### config.mk
export PLATFORM = sky130hd
export DESIGN_NAME = q_meter
export DESIGN_NICKNAME = d
export VERILOG_FILES = /design/src/rtl/q_meter.sv
export SDC_FILE = /design/constraint.sdc
export NUM_CORES = 1
export LEC_CHECK = 0
export ABC_AREA = 1
export BUFFER_PORTS_ARGS = -buffer_cell sky130_fd_sc_hd__buf_2
export CORE_MARGIN = 2
export CORE_UTILIZATION = 45
export CTS_CLUSTER_SIZE = 12
export DETAILED_ROUTE_END_ITERATION = 7
export GPL_ROUTABILITY_DRIVEN = 0
export SYNTH_ARGS = -nofsm -noshare
export SYNTH_HDL_FRONTEND = slang
export SYNTH_SLANG_ARGS = --single-unit
### constraint.sdc
create_clock -name clk -period 2.51 [get_ports clk]
set_clock_uncertainty 0.05 [all_clocks]
set_input_delay 0.502 -clock clk [delete_from_list [all_inputs] [get_ports clk]]
set_output_delay 0.502 -clock clk [all_outputs]
set_load 0.02 [all_outputs]
### src/rtl/q_meter.sv
// rtl/q_meter.sv - settle-then-average Q measurement front-end for the Q-tuning controllers
module q_meter #(
   parameter int BUS_WIDTH      = 10,
   parameter int SETTLE_CYCLES  = 16,
   parameter int LOG2_SAMPLES   = 3,
   parameter int TIMEOUT_CYCLES = 64
) (
   input  logic                 clk,
   input  logic                 rst,
   input  logic [BUS_WIDTH-1:0] i_ref,
   input  logic                 sample_valid,
   input  logic [BUS_WIDTH-1:0] sample_data,
   output logic [BUS_WIDTH-1:0] q_measured,
   output logic                 ready,
   output logic                 busy,
   output logic                 overrange,
   output logic                 timeout
);

   localparam int ACC_W  = BUS_WIDTH + LOG2_SAMPLES;
   localparam int SET_W  = (SETTLE_CYCLES > 1) ? $clog2(SETTLE_CYCLES) : 1;
   localparam int IDLE_W = $clog2(TIMEOUT_CYCLES + 1);
   localparam int CNT_W  = LOG2_SAMPLES + 1;

   localparam logic [SET_W-1:0]     SETTLE_LAST = SET_W'(SETTLE_CYCLES - 1);
   localparam logic [IDLE_W-1:0]    IDLE_LIMIT  = IDLE_W'(TIMEOUT_CYCLES);
   localparam logic [CNT_W-1:0]     LAST_SAMPLE = CNT_W'((1 << LOG2_SAMPLES) - 1);
   localparam logic [BUS_WIDTH-1:0] FULL_SCALE  = '1;

   typedef enum logic [1:0] {
      ST_SETTLE  = 2'd0,
      ST_ACQUIRE = 2'd1,
      ST_DONE    = 2'd2
   } state_t;

   state_t               state_q, state_d;
   logic [BUS_WIDTH-1:0] ref_latch_q, ref_latch_d;
   logic [SET_W-1:0]     settle_cnt_q, settle_cnt_d;
   logic [IDLE_W-1:0]    idle_cnt_q, idle_cnt_d;
   logic [CNT_W-1:0]     sample_cnt_q, sample_cnt_d;
   logic [ACC_W-1:0]     acc_q, acc_d;
   logic                 ovr_pending_q, ovr_pending_d;
   logic [BUS_WIDTH-1:0] q_measured_q, q_measured_d;
   logic                 ready_q, ready_d;
   logic                 busy_q, busy_d;
   logic                 overrange_q, overrange_d;
   logic                 timeout_q, timeout_d;

   logic                 ref_changed;
   logic                 sample_full;
   logic [ACC_W-1:0]     acc_sum;
   logic [IDLE_W-1:0]    idle_next;

   assign ref_changed = (i_ref != ref_latch_q);
   assign sample_full = (sample_data == FULL_SCALE);
   // The accumulator is sized for 2**LOG2_SAMPLES full-scale samples, so this never wraps.
   assign acc_sum     = acc_q + ACC_W'(sample_data);
   assign idle_next   = idle_cnt_q + IDLE_W'(1);

   always_comb begin
      state_d       = state_q;
      ref_latch_d   = ref_latch_q;
      settle_cnt_d  = settle_cnt_q;
      idle_cnt_d    = idle_cnt_q;
      sample_cnt_d  = sample_cnt_q;
      acc_d         = acc_q;
      ovr_pending_d = ovr_pending_q;
      q_measured_d  = q_measured_q;
      ready_d       = ready_q;
      busy_d        = busy_q;
      overrange_d   = overrange_q;
      timeout_d     = timeout_q;

      // A new reference wins over everything; any in-flight sample is dropped.
      if (ref_changed) begin
         ref_latch_d   = i_ref;
         state_d       = ST_SETTLE;
         settle_cnt_d  = '0;
         idle_cnt_d    = '0;
         sample_cnt_d  = '0;
         acc_d         = '0;
         ovr_pending_d = 1'b0;
         ready_d       = 1'b0;
         busy_d        = 1'b1;
         overrange_d   = 1'b0;
         timeout_d     = 1'b0;
      end else begin
         case (state_q)
            ST_SETTLE: begin
               if (settle_cnt_q == SETTLE_LAST) begin
                  state_d      = ST_ACQUIRE;
                  settle_cnt_d = '0;
                  idle_cnt_d   = '0;
                  sample_cnt_d = '0;
                  acc_d        = '0;
               end else begin
                  settle_cnt_d = settle_cnt_q + SET_W'(1);
               end
            end
            ST_ACQUIRE: begin
               if (sample_valid) begin
                  acc_d        = acc_sum;
                  sample_cnt_d = sample_cnt_q + CNT_W'(1);
                  idle_cnt_d   = '0;
                  if (sample_full) begin
                     ovr_pending_d = 1'b1;
                  end
                  if (sample_cnt_q == LAST_SAMPLE) begin
                     state_d      = ST_DONE;
                     q_measured_d = BUS_WIDTH'(acc_sum >> LOG2_SAMPLES);
                     ready_d      = 1'b1;
                     busy_d       = 1'b0;
                     overrange_d  = ovr_pending_q | sample_full;
                     timeout_d    = 1'b0;
                  end
               end else begin
                  idle_cnt_d = idle_next;
                  if (idle_next == IDLE_LIMIT) begin
                     state_d      = ST_DONE;
                     q_measured_d = '0;
                     ready_d      = 1'b1;
                     busy_d       = 1'b0;
                     overrange_d  = ovr_pending_q;
                     timeout_d    = 1'b1;
                  end
               end
            end
            ST_DONE: begin
            end
            default: begin
               state_d = ST_SETTLE;
               busy_d  = 1'b1;
               ready_d = 1'b0;
            end
         endcase
      end
   end

   always_ff @(posedge clk) begin
      if (rst) begin
         state_q       <= ST_SETTLE;
         ref_latch_q   <= i_ref;
         settle_cnt_q  <= '0;
         idle_cnt_q    <= '0;
         sample_cnt_q  <= '0;
         acc_q         <= '0;
         ovr_pending_q <= 1'b0;
         q_measured_q  <= '0;
         ready_q       <= 1'b0;
         busy_q        <= 1'b1;
         overrange_q   <= 1'b0;
         timeout_q     <= 1'b0;
      end else begin
         state_q       <= state_d;
         ref_latch_q   <= ref_latch_d;
         settle_cnt_q  <= settle_cnt_d;
         idle_cnt_q    <= idle_cnt_d;
         sample_cnt_q  <= sample_cnt_d;
         acc_q         <= acc_d;
         ovr_pending_q <= ovr_pending_d;
         q_measured_q  <= q_measured_d;
         ready_q       <= ready_d;
         busy_q        <= busy_d;
         overrange_q   <= overrange_d;
         timeout_q     <= timeout_d;
      end
   end

   assign q_measured = q_measured_q;
   assign ready      = ready_q;
   assign busy       = busy_q;
   assign overrange  = overrange_q;
   assign timeout    = timeout_q;

endmodule

Word level (Yosys, flattened, before mapping):

Index checks and enable logic that the tools add are counted.

* flip-flop bits (word level): 55
* bits of input ports: 23
* output and inout bits: 14
* word-level logic and storage cells: 77

* add/sub/neg operators: 4
* eq/ne operators: 12
* muxes and demuxes: 32
* bitwise operators: 4
* reduce and logical (&&, ||, !) cells: 13

Operators with widths (number)
* 10-bit 2-to-1 mux: 5
* 13-bit 2-to-1 mux: 2
* 13-bit one-hot mux with 2 select lines: 1
* 7-bit 2-to-1 mux: 2
* 7-bit one-hot mux with 2 select lines: 1
* 13-bit by 10-bit adder with 13-bit output: 1
* 4-bit 2-to-1 mux: 3
* 3-bit AND reduction: 4
* 10-bit == test (second input constant): 1
* 1-bit 2-to-1 mux: 10
* 10-bit != test: 1
* 4-bit by 1-bit adder with 4-bit output (second input constant): 2
* 2-bit 2-to-1 mux: 4
* 4-bit one-hot mux with 2 select lines: 1
* 4-bit AND reduction: 2
* 7-bit by 1-bit adder with 7-bit output (second input constant): 1
* 7-bit == test (second input constant): 1
* 3-bit != test (second input constant): 2
* 2-bit one-hot mux with 3 select lines: 1
* 2-bit nonzero test: 3
* 4-bit by 3-bit == test with 1-bit output (second input constant): 1
* 4-bit == test (second input constant): 1
* 2-bit != test (second input constant): 2
* 1-bit one-hot mux with 2 select lines: 2
* other kinds (8): 11

Longest topological paths before layout:

Gate-level depths: netlist (run 1).

* depth after elaboration: 5
* depth in mapped cells: 13
* gate-level depth less buffers: 13

Worst setup path before layout (run 1):

No wires, ideal clock.

* kind: input -> register
* from: input port sample_data[0]
* to: register q_measured_q[5] (netlist: q_measured[5])
* library setup time: 0.071 ns
* arrival time: 1.808 ns
* required time: 2.389 ns
* path slack: 0.581 ns
* cell stages on the path: 12
* path buffers: 0
* path through: ha_1 > inv_1 > fa_1 > inv_1 > nand3_1 > nand3_1 > nand2_1 > nand3b_1 > nand2_1 > inv_1 > nand4_1 > a21oi_1

* cells in the longest elaborated chain, start to end: 3

RTL lines
* from (decl): RTL line 12 `input logic [BUS_WIDTH-1:0] sample_data,`
* 13-bit by 10-bit adder with 13-bit output: RTL line 57 `assign acc_sum = acc_q + ACC_W'(sample_data);`
* 10-bit 2-to-1 mux: RTL line 108 `if (sample_cnt_q == LAST_SAMPLE) begin`
* 10-bit 2-to-1 mux: RTL line 101 `if (sample_valid) begin`
* to (signal assigned): RTL line 161 `q_measured_q <= q_measured_d;`
* to (decl): RTL line 43 `logic [BUS_WIDTH-1:0] q_measured_q, q_measured_d;`

Every way passes these cells. The select of a mux whose other input is x is not followed.
A chain may end at the register's enable or synchronous reset.

Worst setup path in the final report (run 1):

* from: register acc_q[0]
* to: register q_measured_q[5] (netlist: q_measured[5])

* cells in the longest elaborated chain, start to end: 3

RTL lines
* from (decl): RTL line 41 `logic [ACC_W-1:0] acc_q, acc_d;`
* from (signal assigned): RTL line 146 `acc_q <= '0;`
* from (signal assigned): RTL line 159 `acc_q <= acc_d;`
* 13-bit by 10-bit adder with 13-bit output: RTL line 57
* 10-bit 2-to-1 mux: RTL line 108
* 10-bit 2-to-1 mux: RTL line 101

Every way passes these cells. The select of a mux whose other input is x is not followed.

==> impl_metrics.tcl, run 1 <==
set metrics [dict create \
    whs_ns 0.335 \
    p_switching_uw 363 \
    core-area_sq_um 6720 \
    final_max_slew_viol_count 0 \
    layout.nets 517 \
    fin_util_pct 51.6 \
    cts.sinks 55 \
    slew_headroom_pct 75.2 \
    die_x_um 86.7 \
    syn2layout_area_growth_pct 12.5 \
    drive_gt1_share_pct 13.3 \
    clkTransAtPathRegs_ns 0.11 \
    use_met1_pct 26.8 \
    grt_max_degree 18 \
    ys_seq_area_share_pct 39.0 \
    drt-vias-per-instance 4.96 \
    drv_cap 0 \
    globalRouteMet2Util_pct 29.5 \
    tritoncts "built" \
    syn-num-nets 475 \
    sw_frac_of_total_pct 22.6 \
    antenna_found_initial 0 \
    detailed_place_hpwl_um 5270 \
    routed-via-count 2781 \
    dr.first_iter.drc_count 101 \
    period_share_pct 78.7 \
    power_frac_clock_pct 37.6 \
    ant_nets 0 \
    fin_tns_setup_ns 0 \
    synth_area_sq_um 3080 \
    drc 0 \
    cpMaxStageDelayCell "fa_1" \
    crit_type "reg2reg" \
    comb_power_share_pct 5.7 \
    cts_hold_buffers 0 \
    wire_per_inst_um 12.0 \
    p_int_uw 1240 \
    crit_top_cell "inv_1" \
    syn_area_per_cell_sq_um 7.03 \
    synth_flop_cell "dfxtp_1" \
    rows 30 \
    fp.dieArea_sq_um 7520 \
    post_cts_buffers 0 \
    power_leakage_uw 0.00158 \
    post_cts_resized 0 \
    cts_buffers 5 \
    cp-startpoint "acc_q[0]" \
    grt_pass1_wl_um 11400 \
    rsz0062_at_grt "no" \
    ys_async_sr_fraction_pct 0 \
    worstPathArrival_ns 2.18 \
    synth-edff-count 10 \
    clock-root-buffer "clkbuf_8" \
    p_per_area_nw_per_um2 463 \
    synth_most_common_cell "nand2_1" \
    max_freq_mhz 506 \
    pin_count 37 \
    path_cells "ha_1, inv_1, fa_1, inv_1, nand3_1, nand3_1, nand2_1, nand3b_1, nand2_1, inv_1, nand4_1, a21oi_1" \
    synthTopCellsByArea "dfxtp_1 29%, nand2_1 17%, edfxtp_1 9.8%" \
    initial_core_util_pct 45.8 \
    yosys_register_bits 55 \
    finalHoldViolations 0 \
    dr.pass1.iters 4 \
    clock_latency_ns 0.31 \
    synth_top_cell_by_area "dfxtp_1" \
    worst-path-max-fanout 3 \
    grt_use_met3_pct 3.33 \
    setup.worst_path.end_class "register" \
    rr_startpoint "acc_q[0]" \
    seq_power_share_pct 56.7 \
    critPathMaxStageDelay_ns 0.40 \
    synth_cells 438 \
    synthTopCellsByCount "141 x nand2_1, 59 x inv_1, 45 x dfxtp_1" \
    antennaDiodeCount 0 \
    die_height_um 86.7 \
    hp-class "in2reg" \
    ys_warn_count 0 \
    netlist.area_leader.share_pct 29.3 \
    period_minus_slack_ns 1.98 \
    nFillCells 685 \
    grt-ovfl-total 0 \
    outcome "finished clean" \
    cts_buffer_depth 2 \
    peakVddDrop_uv 213 \
    ctsHtreeMaxLevel 2 \
    yosysUniqueCellTypes 32 \
    top_usage_layer "met2" \
    worstHoldStart "i_ref[0]" \
    required_ns 2.72 \
    grt_pass1_vias 2457 \
    numPortBuffers 36 \
    cp-start-kind "register" \
    routed_wl_um 6730 \
    grtUsageTotal_pct 18.9 \
    tightest_slew_ns 0.369 \
    setup_viol_count_final 0 \
]
power by group through the flow:
stage | sequential (uW) | combinational [uW] | clock, uW
floorplan | 929 | 55.3 | 0
global placement | 929 | 90.5 | 0
detailed placement | 930 | 91.1 | 0
CTS | 909 | 91.6 | 619
global route | 910 | 103 | 652
finish | 909 | 90.8 | 603
registers in the layout, indices dropped and copies added (netlist names):
register / flops
idle_cnt_q: 7
ref_latch_q: 10
acc_q: 13
q_measured: 10
timeout: 1
overrange: 1
busy: 1
state_q: 2
ready: 1
settle_cnt_q: 4
ovr_pending_q: 1
sample_cnt_q: 4
metal layers:
metal,share of wire (%),wire length [um],up-vias
met1,51,3430,1234
li1,-,-,1490
met2,43,2900,50
met3,4.2,283,7
met4,1.6,105,0
met5,0,0,-
final timing paths:
check | cells past startpoint | slack, ns | end
min reg2reg | 2 | 0.41 | ready
max reg2reg | 12 | 0.53 | q_measured[5]
min | 1 | 0.33 | ref_latch_q[0]
max | 12 | 0.53 | q_measured[5]
metrics by stage:
stage | std cells | setup slack [ns] | cell area, sq um | power (uW)
finish | 561 | 0.535 | 3460 | 1600
global route | 561 | 0.374 | 3460 | 1660
CTS | 561 | 0.540 | 3460 | 1620
detailed placement | 553 | 0.317 | 3350 | 1020
global placement | 553 | 0.363 | 3350 | 1020
floorplan | 438 | 0.581 | 3080 | 984
cell families after synthesis:
| logic type | Yosys count | synth area share [%] |
|---|---|---|
| compound gates | 50 | 8.57 |
| xor+xnor | 14 | 3.98 |
| fa+ha+maj | 14 | 5.93 |
| buf+inv | 68 | 9.06 |
| flops | 55 | 39.0 |
| simple gates | 237 | 33.4 |
cell usage in the layout (no fill, tap or decap), types with 2 or more instances in the layout:
| cell | synthesis | layout |
|---|---|---|
| nand2_1 | 141 | 141 |
| buf_4 | 2 | 6 |
| o21ai_1 | 2 | 2 |
| nand3_1 | 19 | 19 |
| nand3b_1 | 5 | 5 |
| inv_1 | 59 | 59 |
| nand4_1 | 20 | 20 |
| dfxtp_1 | 45 | 45 |
| nand2_2 | 5 | 5 |
| inv_2 | 2 | 2 |
| nor2_2 | 4 | 4 |
| or2_2 | 2 | 2 |
| a21oi_1 | 37 | 37 |
| nor2_1 | 35 | 35 |
| clkbuf_8 | 0 | 5 |
| buf_2 | 2 | 36 |
| o21ai_0 | 6 | 6 |
| nor3_1 | 3 | 3 |
| xnor2_1 | 3 | 3 |
| a22oi_1 | 2 | 2 |
| edfxtp_1 | 10 | 10 |
| xor2_1 | 11 | 11 |
| ha_1 | 13 | 13 |
layout make-up:
class	count	area [sq um]	share of cell area [%]
multi-input combinational	315	1600	46.2
inverter	61	229	6.61
tap	80	100	2.89
clock inverter	2	37.5	1.08
timing repair buffer	42	225	6.50
clock buffer	6	72.6	2.09
sequential	55	1200	34.7
worst max-delay path, delay by kind of cell, from the launching register on:
kind	cells	cell delay, ns
buf+inv	3	0.24
compound gates	1	0.13
fa+ha+maj	2	0.60
flops	1	0.35
simple gates	6	0.57
(Power assumes the default switching activity.)
==> inputs of run 2 (changes only) <==
ABC_AREA = 0   (was 1)
clock period = 1.9 ns   (was 2.51 ns; I/O delays follow)
==> run 2 against run 1 <==
Die area fell by 3.7%. The flow now finishes with violations (setup timing). Register-to-register slack worse by 0.59 ns. Maximum frequency increased by 0.91%. Critical path depth fell by 3. Core utilization grew 14 points. Largest cell class unchanged. Count of clock-buffer cells in the layout unchanged. Sequential share of layout area down 5.1 points. Non-clock buffer count grew 57. Hold slack worse by 0.12 ns.
==> impl_metrics.tcl, run 2 <==
set metrics [dict create \
    outcome "complete, but fails checks" \
    violations "setup timing" \
    core-area_sq_um 6350 \
    final_cell_mix "57 x buf_4, 36 x buf_2, 35 x nor2_1, 35 x dfxtp_1, 24 x a21oi_1" \
    synthTopCellsByCount "45 x dfxtp_1, 36 x nor2_1, 26 x a21oi_1" \
    nFillCells 541 \
    setup_viol_count_final 5 \
    rsz0062_at_grt "yes" \
    ant_nets 0 \
    routed_wl_um 7130 \
    max_freq_mhz 511 \
    clock-root-buffer "clkbuf_8" \
    grtUsageTotal_pct 19.5 \
    rr_startpoint "acc_q[0]" \
    drive_gt1_share_pct 37.7 \
    die_height_um 85.1 \
    layout.nets 463 \
    sw_frac_of_total_pct 21.6 \
    power_leakage_uw 0.00162 \
    cpMaxStageDelayCell "dfxtp_2" \
    slew_headroom_pct 67.2 \
    cp-startpoint "acc_q[0]" \
    p_per_area_nw_per_um2 518 \
    synth_flop_cell "dfxtp_1" \
    critPathMaxStageDelay_ns 0.36 \
    synthMuxAreaShare_pct 2.71 \
    drv_cap 0 \
    power_frac_clock_pct 35.8 \
    period_share_pct 103 \
    ys_warn_count 0 \
    cp-start-kind "register" \
    comb_power_share_pct 8.4 \
    tightest_slew_ns 0.488 \
    worstHoldStart "i_ref[9]" \
    path_cells "ha_4, inv_2, fa_2, nor2b_4, o2111ai_2, a31oi_1, xnor2_1, a2bb2oi_2, nor2_1" \
    worst-path-max-fanout 3 \
    synthSimpleGateAreaFrac_pct 21.6 \
    synth_most_common_cell "dfxtp_1" \
    synthTopCellsByArea "dfxtp_1 30%, edfxtp_1 10%, ha_1 5.5%" \
    synth_top_family_by_area "simple AND/OR/NAND/NOR gates" \
    routed-via-count 2721 \
    ctsHtreeMaxLevel 2 \
    netlist.area_leader.share_pct 30.4 \
    setup.worst_path.end_class "register" \
    synth_xor_area_share_pct 5.92 \
    synth_top_cell_by_area "dfxtp_1" \
    p_switching_uw 463 \
    dr.first_iter.drc_count 127 \
    cts_buffers 5 \
    dr.pass1.iters 4 \
    pin_count 37 \
    tritoncts "built" \
    cts_buffer_depth 2 \
    p_int_uw 1680 \
    syn2layout_area_growth_pct 39.7 \
    syn-num-nets 371 \
    synth-edff-count 10 \
    die_x_um 85.1 \
    drt-vias-per-instance 5.40 \
    setup_ws_ns -0.0574 \
    required_ns 2.05 \
    peakVddDrop_uv 329 \
    fp.dieArea_sq_um 7240 \
    multi_input_area_sq_um 1980 \
    hp-class "in2reg" \
    grt-ovfl-total 0 \
    largest_reg_flops 13 \
    antennaDiodeCount 0 \
    final_max_slew_viol_count 0 \
    wire_per_inst_um 14.2 \
    finalPower_uw 2140 \
    ys_async_sr_fraction_pct 0 \
    synth_cells 334 \
    drc 0 \
    regMostFlops "acc_q" \
    synth_area_sq_um 2960 \
    numPortBuffers 36 \
    grt_pass1_wl_um 11600 \
    yosys.area_share.adder_pct 6.17 \
    syn_area_per_cell_sq_um 8.86 \
    cts_hold_buffers 0 \
    final_common_cell "buf_4" \
    detailed_place_hpwl_um 5250 \
    initial_core_util_pct 46.6 \
    yosysUniqueCellTypes 55 \
    grt_max_degree 18 \
    seq_area_sq_um 1220 \
    clock_latency_ns 0.31 \
    ys_seq_area_share_pct 40.6 \
    clkTransAtPathRegs_ns 0.10 \
    finalHoldViolations 0 \
    crit_family "compound AO/OA/AOI/OAI gates" \
    postPlaceCellArea_sq_um 3730 \
    cts.sinks 55 \
    grt_pass1_vias 2544 \
    period_minus_slack_ns 1.96 \
    crit_type "reg2reg" \
    fin_area_sq_um 4130 \
    synth_compound_area_share_pct 20.3 \
    path_buf_inv 1 \
    rows 29 \
    yosys_register_bits 55 \
    antenna_found_initial 0 \
    worstPathArrival_ns 2.11 \
    seq_power_share_pct 55.8 \
]
==> run 2: cell count changes in the layout (fill, tap and decap cells not counted), sizes merged, moves of 12 or more <==
cell	before	now
nand2	146	23
buf	42	99
inv	61	7
nand3	20	4
nand4	20	4
o21ai	8	20
==> run 2: per-stage QoR <==
stage          hold WS [ns]  instances  TNS, ns  setup slack, ns  util, %
2_1_floorplan         0.388        334  -0.0366          -0.0323        -
6_report              0.216        504   -0.125          -0.0574     65.1
3_3_place_gp          0.404        495    -3.82           -0.294     58.7
3_5_place_dp          0.409        495    -4.61           -0.332     58.7
4_1_cts               0.207        503  -0.0686          -0.0328     61.9
5_1_grt               0.205        504   -0.814           -0.140     65.1
==> run 2: final timing paths <==
kind / to / slack [ns] / cells after the start
setup / recovery: acc_q[8] / -0.06 / 9
hold / removal: ref_latch_q[9] / 0.22 / 1
hold reg to reg: q_measured[7] / 0.42 / 2
setup reg to reg: acc_q[8] / -0.06 / 9
==> run 2: final cells by class <==
type | count | area share [%]
Multi-Input combinational cell | 258 | 47.9
Sequential cell | 55 | 29.5
Timing Repair Buffer | 99 | 17.0
Tap cell | 77 | 2.33
Clock buffer | 6 | 1.76
Clock inverter | 2 | 0.908
Inverter | 7 | 0.636
==> run 2: timing repair <==
item | CTS | global route
pin swaps | 15 | 10
setup buffers | 0 | 2
resized for setup | 23 | 37
endpoints found under the setup margin | 24 | 34
==> run 2: power by group through the flow <==
stage          Clock (uW)  Sequential [uW]  Combinational, uW
2_1_floorplan           0             1230               71.6
4_1_cts               792             1200                161
3_5_place_dp            0             1230                154
3_3_place_gp            0             1230                152
5_1_grt               825             1200                199
6_report              767             1200                181
==> run 2: metal layers <==
metal  vias to the layer above  global-route usage (%)  wire length, um
li1                       1389                       -                -
met1                      1267                    27.6             3460
met2                        56                    31.3             3280
met3                         9                    3.31              288
met4                         0                    4.47              104
met5                         -                       0                0
==> run 2: cell families after synthesis <==
kind of cell / after synthesis
AND/OR/NAND/NOR: 124
AO/OA/AOI/OAI: 92
flip-flops: 55
buffers and inverters: 21
XOR/XNOR: 20
adder cells (fa/ha/maj): 14
multiplexers: 8
